**src/rtl/jtag_tap_pkg.sv**
```systemverilog
// Shared TAP types: 1149.1 state encoding, instruction codes, DR select and pin sample record.
// Imported by the TAP FSM, the TAP top level and the bench.
package jtag_tap_pkg;

  typedef enum logic [3:0] {
    EXIT2_DR   = 4'h0,
    EXIT1_DR   = 4'h1,
    SHIFT_DR   = 4'h2,
    PAUSE_DR   = 4'h3,
    SELECT_IR  = 4'h4,
    UPDATE_DR  = 4'h5,
    CAPTURE_DR = 4'h6,
    SELECT_DR  = 4'h7,
    EXIT2_IR   = 4'h8,
    EXIT1_IR   = 4'h9,
    SHIFT_IR   = 4'hA,
    PAUSE_IR   = 4'hB,
    RTI        = 4'hC,
    UPDATE_IR  = 4'hD,
    CAPTURE_IR = 4'hE,
    TLR        = 4'hF
  } tap_state_t;

  // Kept 32 bits wide; users slice down to their IR width.
  localparam logic [31:0] INSTR_IDCODE = 32'h0000_0001;
  localparam logic [31:0] INSTR_BYPASS = 32'hFFFF_FFFF;
  localparam logic [31:0] INSTR_USER   = 32'h0000_0008;

  typedef enum logic [1:0] {
    DR_BYPASS = 2'd0,
    DR_IDCODE = 2'd1,
    DR_USER   = 2'd2
  } dr_sel_t;

  typedef struct packed {
    logic vld;
    logic tck;
    logic tms;
    logic tdi;
  } pin_smp_t;

  function automatic logic is_shift(input tap_state_t s);
    return (s == SHIFT_DR) || (s == SHIFT_IR);
  endfunction

endpackage

```
**src/rtl/jtag_tap_if.sv**
```systemverilog
// JTAG pin bundle between the jtag_b agent (master) and the device TAP (slave).
interface jtag_tap_if;
  logic tck;
  logic tms;
  logic tdi;
  logic tdo;
  logic tdo_en;

  modport master (output tck, output tms, output tdi, input tdo, input tdo_en);
  modport slave  (input tck, input tms, input tdi, output tdo, output tdo_en);
endinterface

```
**src/rtl/jtag_tap_fsm.sv**
```systemverilog
// 16-state 1149.1 TAP state machine; advances one step per qualified tck rising edge.
// Latency: state changes on the clock edge where tck_rise is high; reset dominates tck_rise.
module jtag_tap_fsm
  import jtag_tap_pkg::*;
(
  input  logic       clock,
  input  logic       reset,
  input  logic       tck_rise,
  input  logic       tms_s,
  output tap_state_t tap_state
);

  tap_state_t state_q;
  tap_state_t state_d;

  always_ff @(posedge clock) begin
    if (reset) begin
      state_q <= TLR;
    end else begin
      state_q <= state_d;
    end
  end

  always_comb begin
    state_d = state_q;
    if (tck_rise) begin
      unique case (state_q)
        TLR:        state_d = tms_s ? TLR        : RTI;
        RTI:        state_d = tms_s ? SELECT_DR  : RTI;
        SELECT_DR:  state_d = tms_s ? SELECT_IR  : CAPTURE_DR;
        CAPTURE_DR: state_d = tms_s ? EXIT1_DR   : SHIFT_DR;
        SHIFT_DR:   state_d = tms_s ? EXIT1_DR   : SHIFT_DR;
        EXIT1_DR:   state_d = tms_s ? UPDATE_DR  : PAUSE_DR;
        PAUSE_DR:   state_d = tms_s ? EXIT2_DR   : PAUSE_DR;
        EXIT2_DR:   state_d = tms_s ? UPDATE_DR  : SHIFT_DR;
        UPDATE_DR:  state_d = tms_s ? SELECT_DR  : RTI;
        SELECT_IR:  state_d = tms_s ? TLR        : CAPTURE_IR;
        CAPTURE_IR: state_d = tms_s ? EXIT1_IR   : SHIFT_IR;
        SHIFT_IR:   state_d = tms_s ? EXIT1_IR   : SHIFT_IR;
        EXIT1_IR:   state_d = tms_s ? UPDATE_IR  : PAUSE_IR;
        PAUSE_IR:   state_d = tms_s ? EXIT2_IR   : PAUSE_IR;
        EXIT2_IR:   state_d = tms_s ? UPDATE_IR  : SHIFT_IR;
        UPDATE_IR:  state_d = tms_s ? SELECT_DR  : RTI;
        default:    state_d = TLR;
      endcase
    end
  end

  always_comb begin
    tap_state = state_q;
  end

endmodule

```
**src/rtl/jtag_tap_ctrl.sv**
```systemverilog
// Device-side TAP: oversampled tck/tms/tdi, IR plus IDCODE/BYPASS/USER DRs, registered tdo.
// Latency pin edge to action: 1 clock, or 3 with `JTAG_TAP_SYNC_EN` (2-flop synchronizer); no backpressure.
module jtag_tap_ctrl
  import jtag_tap_pkg::*;
#(
  parameter int          IR_WIDTH   = 4,
  parameter int          DR_WIDTH   = 32,
  parameter logic [31:0] IDCODE_VAL = 32'h1234_5679
) (
  input  logic                clock,
  input  logic                reset,
  jtag_tap_if.slave           jtag,
  output tap_state_t          tap_state,
  output logic [IR_WIDTH-1:0] ir_value,
  input  logic [DR_WIDTH-1:0] user_capture,
  output logic [DR_WIDTH-1:0] user_update,
  output logic                user_update_valid
);

  localparam logic [IR_WIDTH-1:0] IR_IDCODE  = INSTR_IDCODE[IR_WIDTH-1:0];
  localparam logic [IR_WIDTH-1:0] IR_BYPASS  = INSTR_BYPASS[IR_WIDTH-1:0];
  localparam logic [IR_WIDTH-1:0] IR_CAPTURE = IR_WIDTH'(2'b01);

  pin_smp_t pin_now;
  pin_smp_t smp_q;
  logic     tck_prev_q;
  logic     prev_vld_q;
  logic     tck_rise;
  logic     tck_fall;

  always_comb begin
    pin_now     = '0;
    pin_now.vld = 1'b1;
    pin_now.tck = jtag.tck;
    pin_now.tms = jtag.tms;
    pin_now.tdi = jtag.tdi;
  end

`ifdef JTAG_TAP_SYNC_EN
  pin_smp_t sync1_q;
  pin_smp_t sync2_q;

  always_ff @(posedge clock) begin
    if (reset) begin
      sync1_q <= '0;
      sync2_q <= '0;
      smp_q   <= '0;
    end else begin
      sync1_q <= pin_now;
      sync2_q <= sync1_q;
      smp_q   <= sync2_q;
    end
  end
`else
  always_ff @(posedge clock) begin
    if (reset) begin
      smp_q <= '0;
    end else begin
      smp_q <= pin_now;
    end
  end
`endif

  always_ff @(posedge clock) begin
    if (reset) begin
      tck_prev_q <= 1'b0;
      prev_vld_q <= 1'b0;
    end else begin
      tck_prev_q <= smp_q.tck;
      prev_vld_q <= smp_q.vld;
    end
  end

  // Both compared samples must postdate reset, so a tck held high through reset is not an edge.
  assign tck_rise = smp_q.vld & prev_vld_q &  smp_q.tck & ~tck_prev_q;
  assign tck_fall = smp_q.vld & prev_vld_q & ~smp_q.tck &  tck_prev_q;

  jtag_tap_fsm u_fsm (
    .clock     (clock),
    .reset     (reset),
    .tck_rise  (tck_rise),
    .tms_s     (smp_q.tms),
    .tap_state (tap_state)
  );

  dr_sel_t dr_sel;

  always_comb begin
    dr_sel = DR_BYPASS;
    if (32'(ir_value) == INSTR_IDCODE) begin
      dr_sel = DR_IDCODE;
    end else if (ir_value == IR_BYPASS) begin
      dr_sel = DR_BYPASS;
    end else if (32'(ir_value) == INSTR_USER) begin
      dr_sel = DR_USER;
    end
  end

  logic [IR_WIDTH-1:0] ir_sr;
  logic [31:0]         idcode_sr;
  logic                bypass_sr;
  logic [DR_WIDTH-1:0] user_sr;

  always_ff @(posedge clock) begin
    if (reset) begin
      ir_sr     <= '0;
      idcode_sr <= '0;
      bypass_sr <= 1'b0;
      user_sr   <= '0;
    end else if (tck_rise) begin
      unique case (tap_state)
        CAPTURE_IR: ir_sr <= IR_CAPTURE;
        SHIFT_IR:   ir_sr <= {smp_q.tdi, ir_sr[IR_WIDTH-1:1]};
        CAPTURE_DR: begin
          unique case (dr_sel)
            DR_IDCODE: idcode_sr <= IDCODE_VAL;
            DR_USER:   user_sr   <= user_capture;
            default:   bypass_sr <= 1'b0;
          endcase
        end
        SHIFT_DR: begin
          unique case (dr_sel)
            DR_IDCODE: idcode_sr <= {smp_q.tdi, idcode_sr[31:1]};
            DR_USER:   user_sr   <= {smp_q.tdi, user_sr[DR_WIDTH-1:1]};
            default:   bypass_sr <= smp_q.tdi;
          endcase
        end
        default: ;
      endcase
    end
  end

  always_ff @(posedge clock) begin
    if (reset) begin
      ir_value <= IR_IDCODE;
    end else if (tap_state == TLR) begin
      ir_value <= IR_IDCODE;
    end else if (tck_fall && (tap_state == UPDATE_IR)) begin
      ir_value <= ir_sr;
    end
  end

  always_ff @(posedge clock) begin
    if (reset) begin
      user_update       <= '0;
      user_update_valid <= 1'b0;
    end else begin
      user_update_valid <= 1'b0;
      if (tck_fall && (tap_state == UPDATE_DR) && (dr_sel == DR_USER)) begin
        user_update       <= user_sr;
        user_update_valid <= 1'b1;
      end
    end
  end

  logic dr_lsb;

  always_comb begin
    unique case (dr_sel)
      DR_IDCODE: dr_lsb = idcode_sr[0];
      DR_USER:   dr_lsb = user_sr[0];
      default:   dr_lsb = bypass_sr;
    endcase
  end

  always_ff @(posedge clock) begin
    if (reset) begin
      jtag.tdo <= 1'b0;
    end else if (tck_fall) begin
      if (tap_state == SHIFT_IR) begin
        jtag.tdo <= ir_sr[0];
      end else if (tap_state == SHIFT_DR) begin
        jtag.tdo <= dr_lsb;
      end
    end
  end

  always_comb begin
    jtag.tdo_en = is_shift(tap_state);
  end

endmodule
```
**src/flat_wrapper.sv**
```systemverilog
// flat-port wrapper written by rule: the top's interface ports become plain ports
module jtag_tap_ctrl_flat import jtag_tap_pkg::*;
#(
  parameter int          IR_WIDTH   = 4,
  parameter int          DR_WIDTH   = 32,
  parameter logic [31:0] IDCODE_VAL = 32'h1234_5679
)
  (clock, reset, tap_state, ir_value, user_capture, user_update, user_update_valid, jtag_tck, jtag_tms, jtag_tdi, jtag_tdo, jtag_tdo_en);
  jtag_tap_if jtag_i ();
  input  logic clock;
  input  logic reset;
  output tap_state_t tap_state;
  output logic [IR_WIDTH-1:0] ir_value;
  input  logic [DR_WIDTH-1:0] user_capture;
  output logic [DR_WIDTH-1:0] user_update;
  output logic user_update_valid;
  input wire logic [$bits(jtag_i.tck)-1:0] jtag_tck;
  input wire logic [$bits(jtag_i.tms)-1:0] jtag_tms;
  input wire logic [$bits(jtag_i.tdi)-1:0] jtag_tdi;
  output wire logic [$bits(jtag_i.tdo)-1:0] jtag_tdo;
  output wire logic [$bits(jtag_i.tdo_en)-1:0] jtag_tdo_en;
  assign jtag_i.tck = jtag_tck;
  assign jtag_i.tms = jtag_tms;
  assign jtag_i.tdi = jtag_tdi;
  assign jtag_tdo = jtag_i.tdo;
  assign jtag_tdo_en = jtag_i.tdo_en;
  jtag_tap_ctrl #(.IR_WIDTH(IR_WIDTH), .DR_WIDTH(DR_WIDTH), .IDCODE_VAL(IDCODE_VAL)) u_core (.clock(clock), .reset(reset), .jtag(jtag_i), .tap_state(tap_state), .ir_value(ir_value), .user_capture(user_capture), .user_update(user_update), .user_update_valid(user_update_valid));
endmodule
```
**config.mk**
```make
export PLATFORM = sky130hd
export DESIGN_NAME = jtag_tap_ctrl_flat
export DESIGN_NICKNAME = d
export VERILOG_FILES = /design/src/rtl/jtag_tap_pkg.sv /design/src/rtl/jtag_tap_if.sv /design/src/rtl/jtag_tap_fsm.sv /design/src/rtl/jtag_tap_ctrl.sv /design/src/flat_wrapper.sv
export SDC_FILE = /design/constraint.sdc
export NUM_CORES = 1
export LEC_CHECK = 0
export CAP_MARGIN = 15
export CELL_PAD_IN_SITES_DETAIL_PLACEMENT = 0
export CELL_PAD_IN_SITES_GLOBAL_PLACEMENT = 2
export CORE_ASPECT_RATIO = 0.8
export CORE_MARGIN = 3
export CORE_UTILIZATION = 33
export DETAILED_ROUTE_END_ITERATION = 12
export GPL_TIMING_DRIVEN = 0
export PLACE_DENSITY = 0.95
export SYNTH_ARGS = -nofsm -noshare
export SYNTH_HDL_FRONTEND = slang
export SYNTH_SLANG_ARGS = --single-unit
```
**constraint.sdc**
```tcl
create_clock -name clock -period 5.3 [get_ports clock]
set_input_delay 1.06 -clock clock [delete_from_list [all_inputs] [get_ports clock]]
set_output_delay 1.06 -clock clock [all_outputs]
set_load 0.005 [all_outputs]
```
---- Word level (Yosys, flattened, before mapping) ----
Cells that the tools add are included.
word-level totals
  flip-flop bits (word level) ............. 117
  input bits .............................. 37
  logic and storage cells ................. 97
  output and inout port bits .............. 43
  ROM bits ................................ 0
  latch bits .............................. 0
  bits in writable memories ............... 0
  memories kept ........................... 0
cells by class
  add/subtract/negate cells ............... 0
  multipliers ............................. 0
  muxes and demuxes ....................... 31
  div/mod/pow operators ................... 0
  reductions and logical operators ........ 18
  magnitude comparators ................... 0
  equality and inequality tests ........... 26
  shifts and indexed selects .............. 0
  bitwise gates (word level) .............. 7
operators with widths
  operator              count
  $mux W32              4
  $pmux W32 S2          2
  $pmux W4 S12          1
  $eq A4 B4 Y1 const B  10
  $mux W2               9
  $eq A4 B3 Y1 const B  4
  $mux W3               4
  $reduce_and A4 Y1     3
  $eq A4 B1 Y1 const B  2
  $eq A4 B2 Y1 const B  2
  $mux W4               2
  $pmux W4 S2           1
  $reduce_or A2 Y1      4
  $mux W1               6
  $ne A2 B1 Y1 const B  3
  $ne A2 B2 Y1 const B  3
  $reduce_bool A2 Y1    3
  $and A1 B1 Y1         5
  $logic_not A4 Y1      1
  $pmux W1 S2           2
  $reduce_and A2 Y1     2
  $logic_and A1 B1 Y1   3
  $reduce_or A3 Y1      1
  $eq A2 B1 Y1 const B  1
  other kinds (3)       4

---- Logic depth before layout (Yosys ltp) ----
  depth after elaboration ................. 8
  gate-level depth with buffers ........... 7
  depth with buffers taken out ............ 4

---- Cells and area by module ----
A second synthesis with hierarchy kept.
unflattened totals
  cell total of the unflattened synthesis .. 568
  area, all modules ....................... 4685.7 µm²
modules (own cells, without submodules)
  module         cells an instance  area each (µm²)  seq. area each (µm²)  times used
  jtag_tap_ctrl  543                4461.8           2262.2                1
  jtag_tap_fsm   25                 224.0            80.1                  1

---- Least setup slack after synthesis ----
Ideal clock, no wire load.
  path type ............................... in2reg
  start ................................... in reset
  end ..................................... reg u_core.idcode_sr[11]
  arrival ................................. 1928 ps
  stages .................................. 4
  slack ................................... 3240 ps
  library setup time ...................... 132 ps
  data required time ...................... 5168 ps
  buffers on the path ..................... 3
  cell sequence ........................... clkbuf_1 -> clkbuf_1 -> clkbuf_1 -> a21oi_1
RTL lines
  what                  RTL line              text
  from (decl)           flat_wrapper.sv:11    input logic reset;
  to (signal assigned)  jtag_tap_ctrl.sv:123  DR_IDCODE: idcode_sr <= {smp_q.tdi, idcode_sr[31:1]};
  to (decl)             jtag_tap_ctrl.sv:100  logic [31:0] idcode_sr;
No word-level cell between the ends.

---- Final worst setup path ----
  start ................................... reg u_core.u_fsm.state_q[2] (netlist: u_core.u_fsm.tap_state[2])
  end ..................................... out jtag_tdo_en
between the ends
  word-level cells in the longest chain between the ends .. 2
  elaborated cells on any way between the ends .. 3
  those cells by class .................... 2 x eq/ne; 1 x reduce/logical
RTL lines
  what                                          RTL line            text
  from (decl)                                   jtag_tap_fsm.sv:13  tap_state_t state_q;
  from (signal assigned)                        jtag_tap_fsm.sv:20  state_q <= state_d;
  $eq A4 B2 Y1 or $eq A4 B4 Y1 (tied branches)  jtag_tap_pkg.sv:43  return (s == SHIFT_DR) || (s == SHIFT_IR);
  $logic_or A1 B1 Y1 (*)                        jtag_tap_pkg.sv:43
  to (decl)                                     flat_wrapper.sv:21  output wire logic [$bits(jtag_i.tdo_en)-1:0] jtag_tdo_en;
Every way passes the cells marked *; elsewhere a longest branch is shown, timed or not.

==> summary.txt <==
Power
  • Leakage: between 0.002 and 0.0025 uW
  • PwrDens: around 340 mW/mm2
  • Seq pwr share: about two fifths
  • Comb power frac: under 10%
  • Switching Share: ~22%
  • Clock network power share: between 50% and 60%
  • Switching Power: around 460 uW
  • P_int: around 1700 uW
  • Peak supply drop: ~0.00023 V

Worst setup path
  • Critical Path End: jtag_tdo_en
  • Crit path launch: u_core.u_fsm.tap_state[2]
  • Slowest Stage Delay on Critical Path: just under 600 ps
  • CP Capture Type: output pin
  • R2R Setup Slk: 3010 ps
  • Worst reg2reg path startpoint: u_core.u_fsm.tap_state[3]
  • Critical path type: flop to output pin
  • Cell chain of the critical path: clkbuf_1, nor3b_1, clkdlybuf4s50_1
  • Worst Path Max Fanout: 10
  • Crit-path slowest cell: clkdlybuf4s50_1
  • Startpoint type of the worst setup path: flop
  • Worst r2r path cells: 6
  • Arr. time, crit path: 1990 ps
  • Worst r2r dst: u_core.bypass_sr
  • Req. time, crit path: 4240 ps

Synthesis
  • Synthesized net count: between 600 and 700
  • Post-synthesis adder-cell area fraction: 0%
  • Mapped Cells: 570
  • Post-synthesis xor/xnor area fraction: less than 1%
  • Yosys top cell area share: about 51%
  • Mux contribution to synthesized area: less than 1%
  • Compound-Gate Fraction of Synth Area: 15.1%
  • Post-Synth Simple-Gate Area: around 28%
  • Number of synthesized flops with an enable pin: 0
  • YS warnings: 0
  • Largest family of logic cells by synthesized area: simple AND/OR/NAND/NOR gates
  • Top cells by area, synth: dfxtp_1 51%, nand2_1 13%, a311oi_1 6.1%, a21oi_1 6.0%, nor2_1 4.8%
  • Top-count cell post-synth: nand2_1
  • Seq/Total Area, Yosys: about half
  • Mapped Avg Cell Area: 8.03 um2
  • Mapped cell area: between 0.004 and 0.005 mm2
  • Most used DFF post-synth: dfxtp_1
  • Unique masters post-synth: 39
  • FFs w/ async S/R, synth: 0%
  • Synth area leader: dfxtp_1
  • Synth Register Bits: ~120
  • Synth cell count leaders: 155 x nand2_1, 117 x dfxtp_1, 58 x nor2_1

Timing
  • Final period util: 57.5%
  • Setup-violating endpoint count in the final report: 0
  • Hold Slack: between 400 and 500 ps
  • Fin Setup TNS: 0 ps
  • Setup Skew: between 10 and 15 ps
  • Worst slew pin tran: about 690 ps
  • Fin crit period: between 3000 and 4000 ps
  • Fin. max-slew vios: 0
  • Max Fclk: 328 MHz
  • Rel. slew slack: 53.5%
  • RSZ-0062 raised after global routing: false
  • Final Hold Vio Count: 0

Global route
  • Initial antenna violation count: 0
  • First-pass GRT wire length: approximately 21000 um
  • Total GRT Usage: about 17%
  • Grt total ovfl: 0
  • Number of global-route vias before repair: about 4000
  • Largest net degree at the start of global routing: 17

Final layout
  • Area occupied by multi-input gates: just over 0.002 mm2
  • Diodes inserted: 0
  • Register area: approximately 0.0023 mm2
  • Final #Nets: around 710
  • Fraction of layout cells with a size suffix above 1: just over 7%
  • Area growth syn-to-layout: 35.3%
  • Finished Cell Area: 0.00619 mm2
  • Number of fill cells: 1308

Die
  • Starting density of the core: 34.7%
  • Row count: 37
  • Core Footprint: about 0.013 mm2
  • I/O pin count: 80
  • Die width: roughly 140 um
  • Die H: about 110 um
  • Die area: 0.0153 mm2

Job
  • Maxcap violations: 0

Route
  • WL/cell: around 15 um
  • Total wire length: 12900 um
  • Detail Route Antenna Nets: 0
  • Drt drc: 0
  • Vias: 4317
  • Drt initial violations: around 360
  • Drt first pass iters: 7
  • Vias per cell: 5.04

Placed design
  • Cell area after placement: between 0.005 and 0.006 mm2
  • DP HPWL: between 9000 and 10000 um
  • Gpl congestion: just over 0.8
  • I/O Buffers: 79

Clock tree
  • CTS Buffer Depth: 2
  • Number of CTS-inserted buffers: 17
  • CTS tree: yes
  • Clk_lat worst skew: roughly 410 ps
  • TritonCTS sink count: 117
  • CTS resizes: 0
  • H-tree levels: 4
  • Setup repair bufs after CTS: 0
  • CTS Hold Bufs: 0
  • Worst-path clk slew: ~60 ps
  • Root Driver: clkbuf_16

Worst hold path
  • Worst Hold Class: flop to flop

Run status
  • Status: completed
cell type report:
class | count | share of cell area (%)
buffer | 45 | 3.27
clock buffer | 18 | 6.93
clock inverter | 14 | 2.85
inverter | 6 | 0.364
multi-input combinational | 402 | 32.5
sequential | 117 | 37.8
tap | 175 | 3.53
timing repair buffer | 79 | 12.8
cells by family (layout without fill, tap and decap cells):
| kind of cell | count (synthesis) | in the layout |
|---|---|---|
| AO/OA/AOI/OAI | 107 | 107 |
| XOR/XNOR | 1 | 1 |
| flip-flops | 117 | 117 |
| AND/OR/NAND/NOR | 290 | 290 |
| multiplexers | 4 | 4 |
| buffers and inverters | 51 | 162 |
worst min path at each step:
stage	from	to	cells past startpoint
6_report	u_core.user_update[14]	u_core.user_update[14]	2
5_1_grt	u_core.idcode_sr[19]	u_core.idcode_sr[19]	2
4_1_cts	u_core.idcode_sr[29]	u_core.idcode_sr[29]	2
3_5_place_dp	u_core.idcode_sr[29]	u_core.idcode_sr[29]	2
3_3_place_gp	u_core.idcode_sr[8]	u_core.idcode_sr[8]	2
2_1_floorplan	u_core.idcode_sr[16]	u_core.idcode_sr[16]	2
routing by layer:
metal / GRT usage, % / vias to the layer above / wire, um / part of all wire, %
met4: 4.28 / 0 / 148 / 1.1
met3: 4.11 / 12 / 741 / 5.8
met5: 0 / - / 0 / 0
met2: 25.3 / 131 / 5650 / 44
met1: 25.4 / 2012 / 6330 / 49
li1: - / 2162 / - / -
worst max-delay path, delay by kind of cell (launching register included):
| kind | cells | cell delay (ps) |
|---|---|---|
| and+or+nand+nor | 1 | 450 |
| DFF | 1 | 320 |
| buffers and inverters | 2 | 820 |
cells in the final DEF (no fill, tap or decap), types with 3 or more instances in the layout:
cell type and n:
a21oi_1 55, a22oi_1 3, a311oi_1 32, buf_2 6, buf_6 3, bufinv_16 3
clkbuf_1 36, clkbuf_16 17, clkdlybuf4s50_1 79, clkinvlp_4 5, dfxtp_1 117, inv_1 6
inv_6 3, mux2i_1 3, nand2_1 155, nand3_1 22, nand4b_1 3, nor2_1 58
nor2b_1 6, nor3_1 31, o21ai_0 7
power groups by stage:
stage	combinational, uW	sequential (uW)	clock, uW
after global routing	66.8	886	1230
final	61.2	886	1170
after global placement	61.0	904	0
after CTS	61.5	886	1190
after detailed placement	61.0	905	0
after floorplan	22.3	904	0
sequential cells by signal, indices dropped and copies added, names as in the netlist:
signal,cells
u_core.bypass_sr,1
u_core.idcode_sr,32
u_core.ir_sr,4
u_core.ir_value,4
u_core.jtag.tdo,1
u_core.prev_vld_q,1
u_core.smp_q,4
u_core.tck_prev_q,1
u_core.u_fsm.tap_state,4
u_core.user_sr,32
u_core.user_update,32
u_core.user_update_valid,1
per-stage QoR:
stage	setup slack, ps	total power, uW	cells	util [%]
finish	2250	2120	856	47.0
floorplan	3240	926	570	-
global placement	2120	965	824	42.4
global route	2140	2180	856	47.0
detailed placement	2090	966	824	42.4
CTS	2250	2130	856	47.0
No activity file was read; power rests on OpenSTA's default activity.
